<file path="config.mk">
export PLATFORM = sky130hd
export DESIGN_NAME = fp16_div_flat
export DESIGN_NICKNAME = d
export VERILOG_FILES = /design/src/rtl/fp16_div_if.sv /design/src/rtl/fp16_div.sv /design/src/flat_wrapper.sv
export SDC_FILE = /design/constraint.sdc
export NUM_CORES = 1
export LEC_CHECK = 0
export CAP_MARGIN = 20
export CORE_MARGIN = 2
export CORE_UTILIZATION = 49
export DETAILED_ROUTE_END_ITERATION = 10
export HOLD_SLACK_MARGIN = 0.12
export PLACE_DENSITY = 0.71
export SLEW_MARGIN = 0
export SYNTH_ARGS = -nofsm -noshare
export SYNTH_HDL_FRONTEND = slang
export SYNTH_SLANG_ARGS = --single-unit
</file>
<file path="constraint.sdc">
create_clock -name clk -period 4.5 [get_ports clk]
set_input_delay 0.45 -clock clk [delete_from_list [all_inputs] [get_ports clk]]
set_output_delay 0.45 -clock clk [all_outputs]
set_load 0.05 [all_outputs]
</file>
<file path="src/rtl/fp16_div_if.sv">
// Operand/result handshake bundle for the binary16 divider.
// master = producer/consumer side, slave = the divider.
interface fp16_div_if;
  logic        in_valid;
  logic        in_ready;
  logic [15:0] a;
  logic [15:0] b;
  logic        out_valid;
  logic        out_ready;
  logic [15:0] result;
  logic        dz;

  modport master (
    output in_valid, a, b, out_ready,
    input  in_ready, out_valid, result, dz
  );

  modport slave (
    input  in_valid, a, b, out_ready,
    output in_ready, out_valid, result, dz
  );
endinterface

</file>
<file path="src/rtl/fp16_div.sv">
// Sequential binary16 divider: special-case bypass, 13-step restoring mantissa
// division, round-to-nearest-even, one operation in flight.
module fp16_div (
  input  logic       clk,
  input  logic       rst_n,
  fp16_div_if.slave  bus
);
  typedef enum logic [1:0] {IDLE, DIVIDE, ROUND, DONE} state_t;
  state_t state_reg, state_next;

  logic [12:0] rem_reg;
  logic [10:0] mb_reg;
  logic [12:0] q_reg;
  logic [3:0]  count_reg;
  logic        sign_reg;
  logic [6:0]  exp_reg;
  logic [15:0] result_reg;
  logic        dz_reg;
  logic        out_valid_reg;

  // Operand classification; subnormals have exponent 0 and count as zero.
  logic a_zero, b_zero, a_inf, b_inf, a_nan, b_nan, sign_in;
  assign a_zero  = (bus.a[14:10] == 5'd0);
  assign b_zero  = (bus.b[14:10] == 5'd0);
  assign a_inf   = (bus.a[14:10] == 5'd31) && (bus.a[9:0] == 10'd0);
  assign b_inf   = (bus.b[14:10] == 5'd31) && (bus.b[9:0] == 10'd0);
  assign a_nan   = (bus.a[14:10] == 5'd31) && (bus.a[9:0] != 10'd0);
  assign b_nan   = (bus.b[14:10] == 5'd31) && (bus.b[9:0] != 10'd0);
  assign sign_in = bus.a[15] ^ bus.b[15];

  logic        special;
  logic [15:0] special_result;
  logic        special_dz;

  always_comb begin
    special        = 1'b1;
    special_dz     = 1'b0;
    special_result = 16'h7E00;
    if (a_nan || b_nan || (a_zero && b_zero) || (a_inf && b_inf)) begin
      special_result = 16'h7E00;
    end else if (a_inf) begin
      special_result = {sign_in, 5'h1F, 10'd0};
    end else if (b_zero) begin
      special_result = {sign_in, 5'h1F, 10'd0};
      special_dz     = 1'b1;
    end else if (a_zero || b_inf) begin
      special_result = {sign_in, 15'd0};
    end else begin
      special        = 1'b0;
    end
  end

  // One restoring step: the partial remainder always stays below 2*mb.
  logic        q_bit;
  logic [12:0] rem_sub;
  logic [12:0] rem_shift;
  assign q_bit     = (rem_reg >= {2'b00, mb_reg});
  assign rem_sub   = q_bit ? (rem_reg - {2'b00, mb_reg}) : rem_reg;
  assign rem_shift = {rem_sub[11:0], 1'b0};

  // Rounding: a carry out of the fraction ripples straight into the exponent.
  logic        dec;
  logic [9:0]  frac_raw;
  logic        guard, sticky, round_up;
  logic [6:0]  e_norm;
  logic [16:0] packed_rnd;
  logic [6:0]  e_fin;
  logic [15:0] norm_result;

  always_comb begin
    dec         = ~q_reg[12];
    frac_raw    = q_reg[12] ? q_reg[11:2] : q_reg[10:1];
    guard       = q_reg[12] ? q_reg[1] : q_reg[0];
    sticky      = (q_reg[12] & q_reg[0]) | (rem_reg != 13'd0);
    round_up    = guard & (sticky | frac_raw[0]);
    e_norm      = exp_reg - {6'd0, dec};
    packed_rnd  = {e_norm, frac_raw} + {16'd0, round_up};
    e_fin       = packed_rnd[16:10];
    norm_result = {sign_reg, e_fin[4:0], packed_rnd[9:0]};
    if (!e_fin[6] && (e_fin >= 7'd31)) begin
      norm_result = {sign_reg, 5'h1F, 10'd0};
    end else if (e_fin[6] || (e_fin == 7'd0)) begin
      norm_result = {sign_reg, 15'd0};
    end
  end

  always_ff @(posedge clk or negedge rst_n) begin
    if (!rst_n) begin
      state_reg <= IDLE;
    end else begin
      state_reg <= state_next;
    end
  end

  always_comb begin
    state_next = state_reg;
    case (state_reg)
      IDLE:    if (bus.in_valid) state_next = special ? DONE : DIVIDE;
      DIVIDE:  if (count_reg == 4'd12) state_next = ROUND;
      ROUND:   state_next = DONE;
      DONE:    if (bus.out_ready) state_next = IDLE;
      default: state_next = IDLE;
    endcase
  end

  always_ff @(posedge clk or negedge rst_n) begin
    if (!rst_n) begin
      rem_reg       <= 13'd0;
      mb_reg        <= 11'd0;
      q_reg         <= 13'd0;
      count_reg     <= 4'd0;
      sign_reg      <= 1'b0;
      exp_reg       <= 7'd0;
      result_reg    <= 16'h0000;
      dz_reg        <= 1'b0;
      out_valid_reg <= 1'b0;
    end else begin
      case (state_reg)
        IDLE: begin
          if (bus.in_valid) begin
            sign_reg <= sign_in;
            if (special) begin
              result_reg    <= special_result;
              dz_reg        <= special_dz;
              out_valid_reg <= 1'b1;
            end else begin
              rem_reg   <= {2'b01, bus.a[9:0]};
              mb_reg    <= {1'b1, bus.b[9:0]};
              q_reg     <= 13'd0;
              count_reg <= 4'd0;
              exp_reg   <= {2'b00, bus.a[14:10]} - {2'b00, bus.b[14:10]} + 7'd15;
            end
          end
        end
        DIVIDE: begin
          q_reg     <= {q_reg[11:0], q_bit};
          rem_reg   <= rem_shift;
          count_reg <= count_reg + 4'd1;
        end
        ROUND: begin
          result_reg    <= norm_result;
          dz_reg        <= 1'b0;
          out_valid_reg <= 1'b1;
        end
        DONE: begin
          if (bus.out_ready) begin
            out_valid_reg <= 1'b0;
            dz_reg        <= 1'b0;
          end
        end
        default: ;
      endcase
    end
  end

  assign bus.in_ready  = (state_reg == IDLE);
  assign bus.out_valid = out_valid_reg;
  assign bus.result    = result_reg;
  assign bus.dz        = dz_reg;
endmodule
</file>
<file path="src/flat_wrapper.sv">
// flat-port wrapper written by rule: the top's interface ports become plain ports
module fp16_div_flat 
  (clk, rst_n, bus_in_valid, bus_a, bus_b, bus_out_ready, bus_in_ready, bus_out_valid, bus_result, bus_dz);
  fp16_div_if bus_i ();
  input  logic clk;
  input  logic rst_n;
  input wire logic [$bits(bus_i.in_valid)-1:0] bus_in_valid;
  input wire logic [$bits(bus_i.a)-1:0] bus_a;
  input wire logic [$bits(bus_i.b)-1:0] bus_b;
  input wire logic [$bits(bus_i.out_ready)-1:0] bus_out_ready;
  output wire logic [$bits(bus_i.in_ready)-1:0] bus_in_ready;
  output wire logic [$bits(bus_i.out_valid)-1:0] bus_out_valid;
  output wire logic [$bits(bus_i.result)-1:0] bus_result;
  output wire logic [$bits(bus_i.dz)-1:0] bus_dz;
  assign bus_i.in_valid = bus_in_valid;
  assign bus_i.a = bus_a;
  assign bus_i.b = bus_b;
  assign bus_i.out_ready = bus_out_ready;
  assign bus_in_ready = bus_i.in_ready;
  assign bus_out_valid = bus_i.out_valid;
  assign bus_result = bus_i.result;
  assign bus_dz = bus_i.dz;
  fp16_div u_core (.clk(clk), .rst_n(rst_n), .bus(bus_i));
endmodule
</file>
# Word level (Yosys, flattened, before mapping)

Index checks and enable logic that the tools add are counted.

Bits in registers: 69
Bits of input ports: 36
Output and inout bits: 19
Word-level logic and storage cells: 107

$add $sub $neg: 6
$lt $le $gt $ge: 2
Equal/unequal tests: 11
Mux-type cells: 40
Bitwise logic cells: 7
Reduce and logical (&&, ||, !) cells: 31

Operators with widths:

| cell                                                              | count |
|---|---|
| two-way mux 16 bit                                                | 6 |
| two-way mux 13 bit                                                | 4 |
| one-hot mux 13 bit (2 select lines)                               | 2 |
| one-hot mux 16 bit (2 select lines)                               | 1 |
| two-way mux 15 bit                                                | 2 |
| zero test 10 bit                                                  | 2 |
| nonzero test 10 bit                                               | 2 |
| adder 17 x 1 -> 17 bit                                            | 1 |
| greater-or-equal comparator 13 x 11 -> 1 bit                      | 1 |
| two-way mux 1 bit                                                 | 13 |
| nonzero test 13 bit                                               | 1 |
| two-way mux 12 bit                                                | 1 |
| AND reduction 3 bit                                               | 4 |
| subtractor 12 x 11 -> 12 bit                                      | 1 |
| equality test 5 bit, second input constant                        | 2 |
| zero test 5 bit                                                   | 2 |
| two-way mux 10 bit                                                | 1 |
| two-way mux 2 bit                                                 | 4 |
| two-way mux 4 bit                                                 | 2 |
| one-hot mux 2 bit (4 select lines)                                | 1 |
| one-hot mux 4 bit (2 select lines)                                | 1 |
| adder 7 x 4 -> 7 bit, second input constant                       | 1 |
| greater-or-equal comparator 7 x 5 -> 1 bit, second input constant | 1 |
| logical AND 1 bit                                                 | 7 |
| 21 further kinds                                                  | 34 |

# Longest topological paths before layout

Depth after elaboration: 10
Gate-level depth with buffers: 14
Gate-level depth less buffers: 11

# Worst setup path after synthesis

OpenSTA, ideal clock, no wires.

Path type: register -> register
Start point: register u_core.q_reg[12]
End point: register u_core.result_reg[1], in the netlist u_core.bus.result[1]
Setup time: 122 ps
Arrival: 3102 ps
Path slack: 1276 ps
Cell stages (with the launch flop): 15
Path buffers: 3
Clock period less this slack: 3224 ps
Cells stage by stage: dfrtp_1 > buf_6 > clkbuf_1 > mux2i_1 > nor2b_1 > ha_1 > nand2_1 > nor4_4 > nand2_4 > or4_1 > a21oi_1 > o211ai_1 > and3_1 > buf_6 > a32o_1

Longest elaborated chain between the ends: 10
Elaborated cells on any way between the ends: 17
Classes of those cells: add/sub: 2; order compare: 1; mux: 5; bitwise: 5; reduce/logical: 4

RTL lines:

| what                                                                                               | line            | source |
|---|---|---|
| start, declared                                                                                    | fp16_div.sv:13  | `logic [12:0] q_reg;` |
| start signal, assigned                                                                             | fp16_div.sv:136 | `q_reg <= {q_reg[11:0], q_bit};` |
| parallel branches: the longest is 4 deep, another holds subtractor 7 x 1 -> 7 bit                  | --              |  |
| adder 17 x 1 -> 17 bit (*)                                                                         | fp16_div.sv:77  | `packed_rnd = {e_norm, frac_raw} + {16'd0, round_up};` |
| parallel branches: the longest is 3 deep, another holds greater-or-equal comparator 7 x 5 -> 1 bit | --              |  |
| two-way mux 15 bit (*)                                                                             | fp16_div.sv:80  | `if (!e_fin[6] && (e_fin >= 7'd31)) begin` |
| one-hot mux 16 bit (2 select lines) (*)                                                            | fp16_div.sv:118 | `case (state_reg)` |
| end signal, assigned                                                                               | fp16_div.sv:123 | `result_reg <= special_result;` |
| end signal, assigned                                                                               | fp16_div.sv:141 | `result_reg <= norm_result;` |
| end, declared                                                                                      | fp16_div.sv:17  | `logic [15:0] result_reg;` |

Every way passes the cells marked *.
A chain may end at the register's enable or synchronous reset.

# Worst setup path in the final report

Start point: register u_core.q_reg[12]
End point: register u_core.result_reg[4], in the netlist u_core.bus.result[4]

The elaborated chain is that of the path after synthesis.

==> reports/metrics.yaml <==
pre_cts_ws_ns: 0.831
rsz0062_at_grt: "no"
yosysSeqAreaShare: 0.351
worstHoldPathType: "input port to asynchronous set/reset pin"
placedCellCount: 742
hold_violations: 0
die_h_um: 104
synth_edf_count: 0
endpoint_kind: "flop"
status: "complete, no violations"
cts_buffers: 9
dieArea_mm2: 0.0109
synthXorXnorAreaFrac: 0.0623
wl_mm: 11.8
htree_levels: 3
clk_latency_ns: 0.36
postCtsSetupRepairBufs: 0
dp_hpwl_mm: 8.90
drv_slew: 0
initial_core_util: 0.503
viasPerCell: 5.78
core_area_mm2: 0.00977
cap_violations: 0
path_max_fanout: 20
fin_setup_tns_ns: 0
setup_violations: 0
static-leakage-power_nw: 2.45
post-route-period-util: 0.832
powerDensity_mw_per_mm2: 663
gp_congestion: 0.953
drt_iter0_markers: 225
path_class: "flop to flop"
synth_cells: 572
grt_usage: 0.229
path_clk_slew_ns: 0.08
synth_top_family_by_area: "simple AND/OR/NAND/NOR gates"
required_ns: 4.80
clock_tree.root_cell: "clkbuf_8"
fin_area_mm2: 0.00576
drive_above_1_share: 0.0624
rows: 36
yosysWarnings: 0
diodes: 0
holdWs_ns: 0.259
layout_setup_ws_ns: 0.758
fin_util: 0.589
finalClockSkew_ns: 0.0121
ys_ff_latch: 69
largest_reg_flops: 16
io_pins: 55
crit_arrival_ns: 4.04
synth-main-ff-cell: "dfrtp_1"
drt_pass1_iterations: 4
synth_compound_area_frac: 0.169
syn_area_mm2: 0.00492
reg2reg_slack_ns: 0.76
vdd_ir_drop_max_v: 0.000333
synthToLayoutAreaGrowth_pct: 17.1
fin_crit_ns: 3.74
synth_area_per_cell_um2: 8.60
cts_tree: "done"
placed_area_mm2: 0.00557
synth-simple-area-share: 0.234
p_total_mw: 3.82
ant_nets: 0
grt_pass1_wl_mm: 20.2
grt_pass1_vias: 4272
worstMarginPinSlew_ns: 0.879
vias: 4385
holdBufCountCts: 0
max_slew_margin: 0.414
fmax_mhz: 267
synth.net_count: 636
synthAdderAreaFrac: 0.0743
avgRoutedWirePerCell_um: 15.6
final_cells: 758
synthArstFlopShare: 1.00
drt_drc_violations_left: 0
cts_sinks: 69
grt_antenna_before_repair: 0
cts_resized: 0
portBuffers: 54
die_w_um: 104
cts_buffer_depth: 2
overflow: 0
synth_mux_area_frac: 0.0613
fin_nets: 684
ys_types: 61
startpoint_type: "flop"
grt_max_degree: 70
[Yosys cell counts, types with 3 or more instances]
cell	number	area [um2]
a21o_1	8	60.1
a21oi_1	22	110
a22o_1	3	26.3
a2bb2oi_1	3	26.3
a31oi_1	6	37.5
a32o_1	11	110
and3_1	6	37.5
buf_2	3	15.0
clkbuf_1	19	71.3
dfrtp_1	69	1730
ha_1	26	325
inv_1	33	124
mux2_2	6	67.6
mux2i_1	22	220
nand2_1	82	308
nand2b_1	13	81.3
nand3_1	29	145
nand4_1	5	31.3
nor2_1	23	86.3
nor2b_1	9	56.3
nor3_1	8	40.0
nor3b_1	3	22.5
nor4_1	13	81.3
o21a_1	5	37.5
o21ai_0	50	250
o21ai_1	3	15.0
o31ai_1	3	22.5
or3_1	12	75.1
or4_1	3	22.5
xnor2_1	22	193
xor2_1	13	114
[where the power goes]
group | leakage (nW) | internal (mW) | total, mW | switching [mW]
Combinational | 1.49 | 0.944 | 2.32 | 1.38
Sequential | 0.871 | 0.817 | 0.990 | 0.173
Clock | 0.0923 | 0.255 | 0.508 | 0.253
[routing by layer]
metal,track usage,share of wire,vias to the layer above
met1,0.284,0.44,2105
met4,0.0869,0.025,0
li1,-,-,2145
met5,0,0,-
met2,0.397,0.49,110
met3,0.0395,0.041,25
[cell families (layout without fill, tap and decap cells)]
family,Yosys count,in the layout
simple gates,223,223
compound gates,130,130
flops,69,69
buf+inv,58,111
xor+xnor,35,35
mux,29,29
fa+ha+maj,28,28
[placed cells by master (no fill, tap or decap), drive strengths merged, types with 10 or more instances in the layout]
cell           Yosys  layout
inv               33      33
a21oi             22      22
o21ai             53      53
xnor2             22      22
nor4              15      15
ha                26      26
mux2i             23      23
nand3             29      29
xor2              13      13
clkdlybuf4s50      0      53
or3               12      12
dfrtp             69      69
clkbuf            19      10
nand2             83      83
nor2              23      23
nand2b            13      13
a32o              11      11
[path summary, 6_finish.rpt]
check,from,endpoint,cells after the start
max,u_core.q_reg[12]$_DFFE_PN0P_,u_core.bus.result[4]$_DFFE_PN0P_,11
min,rst_n,u_core.bus.result[15]$_DFFE_PN0P_,2
max reg2reg,u_core.q_reg[12]$_DFFE_PN0P_,u_core.bus.result[4]$_DFFE_PN0P_,11
min reg2reg,u_core.mb_reg[10]$_DFFE_PN0P_,u_core.mb_reg[10]$_DFFE_PN0P_,2
max in group asynchronous,rst_n,u_core.mb_reg[3]$_DFFE_PN0P_,2
min in group clk,u_core.mb_reg[10]$_DFFE_PN0P_,u_core.mb_reg[10]$_DFFE_PN0P_,2
[layout make-up]
cell class	count	area, um2
inverter	33	124
tap	133	166
clock buffer	10	128
sequential	69	1730
fill	887	4010
timing repair buffer	62	596
clock inverter	6	63.8
multi-input combinational	445	2960
[critical path: stages (launching register included)]
cell and delay, ns:
dfrtp_1 0.87, inv_1 0.21, ha_1 0.28, ha_1 0.36, nor2_1 0.27, nand4_1 0.15
a2bb2oi_1 0.20, nand2b_1 0.24, or4_1 0.40, nand3_1 0.09, and3_1 0.38, a32o_1 0.23
(Power assumes the default switching activity.)
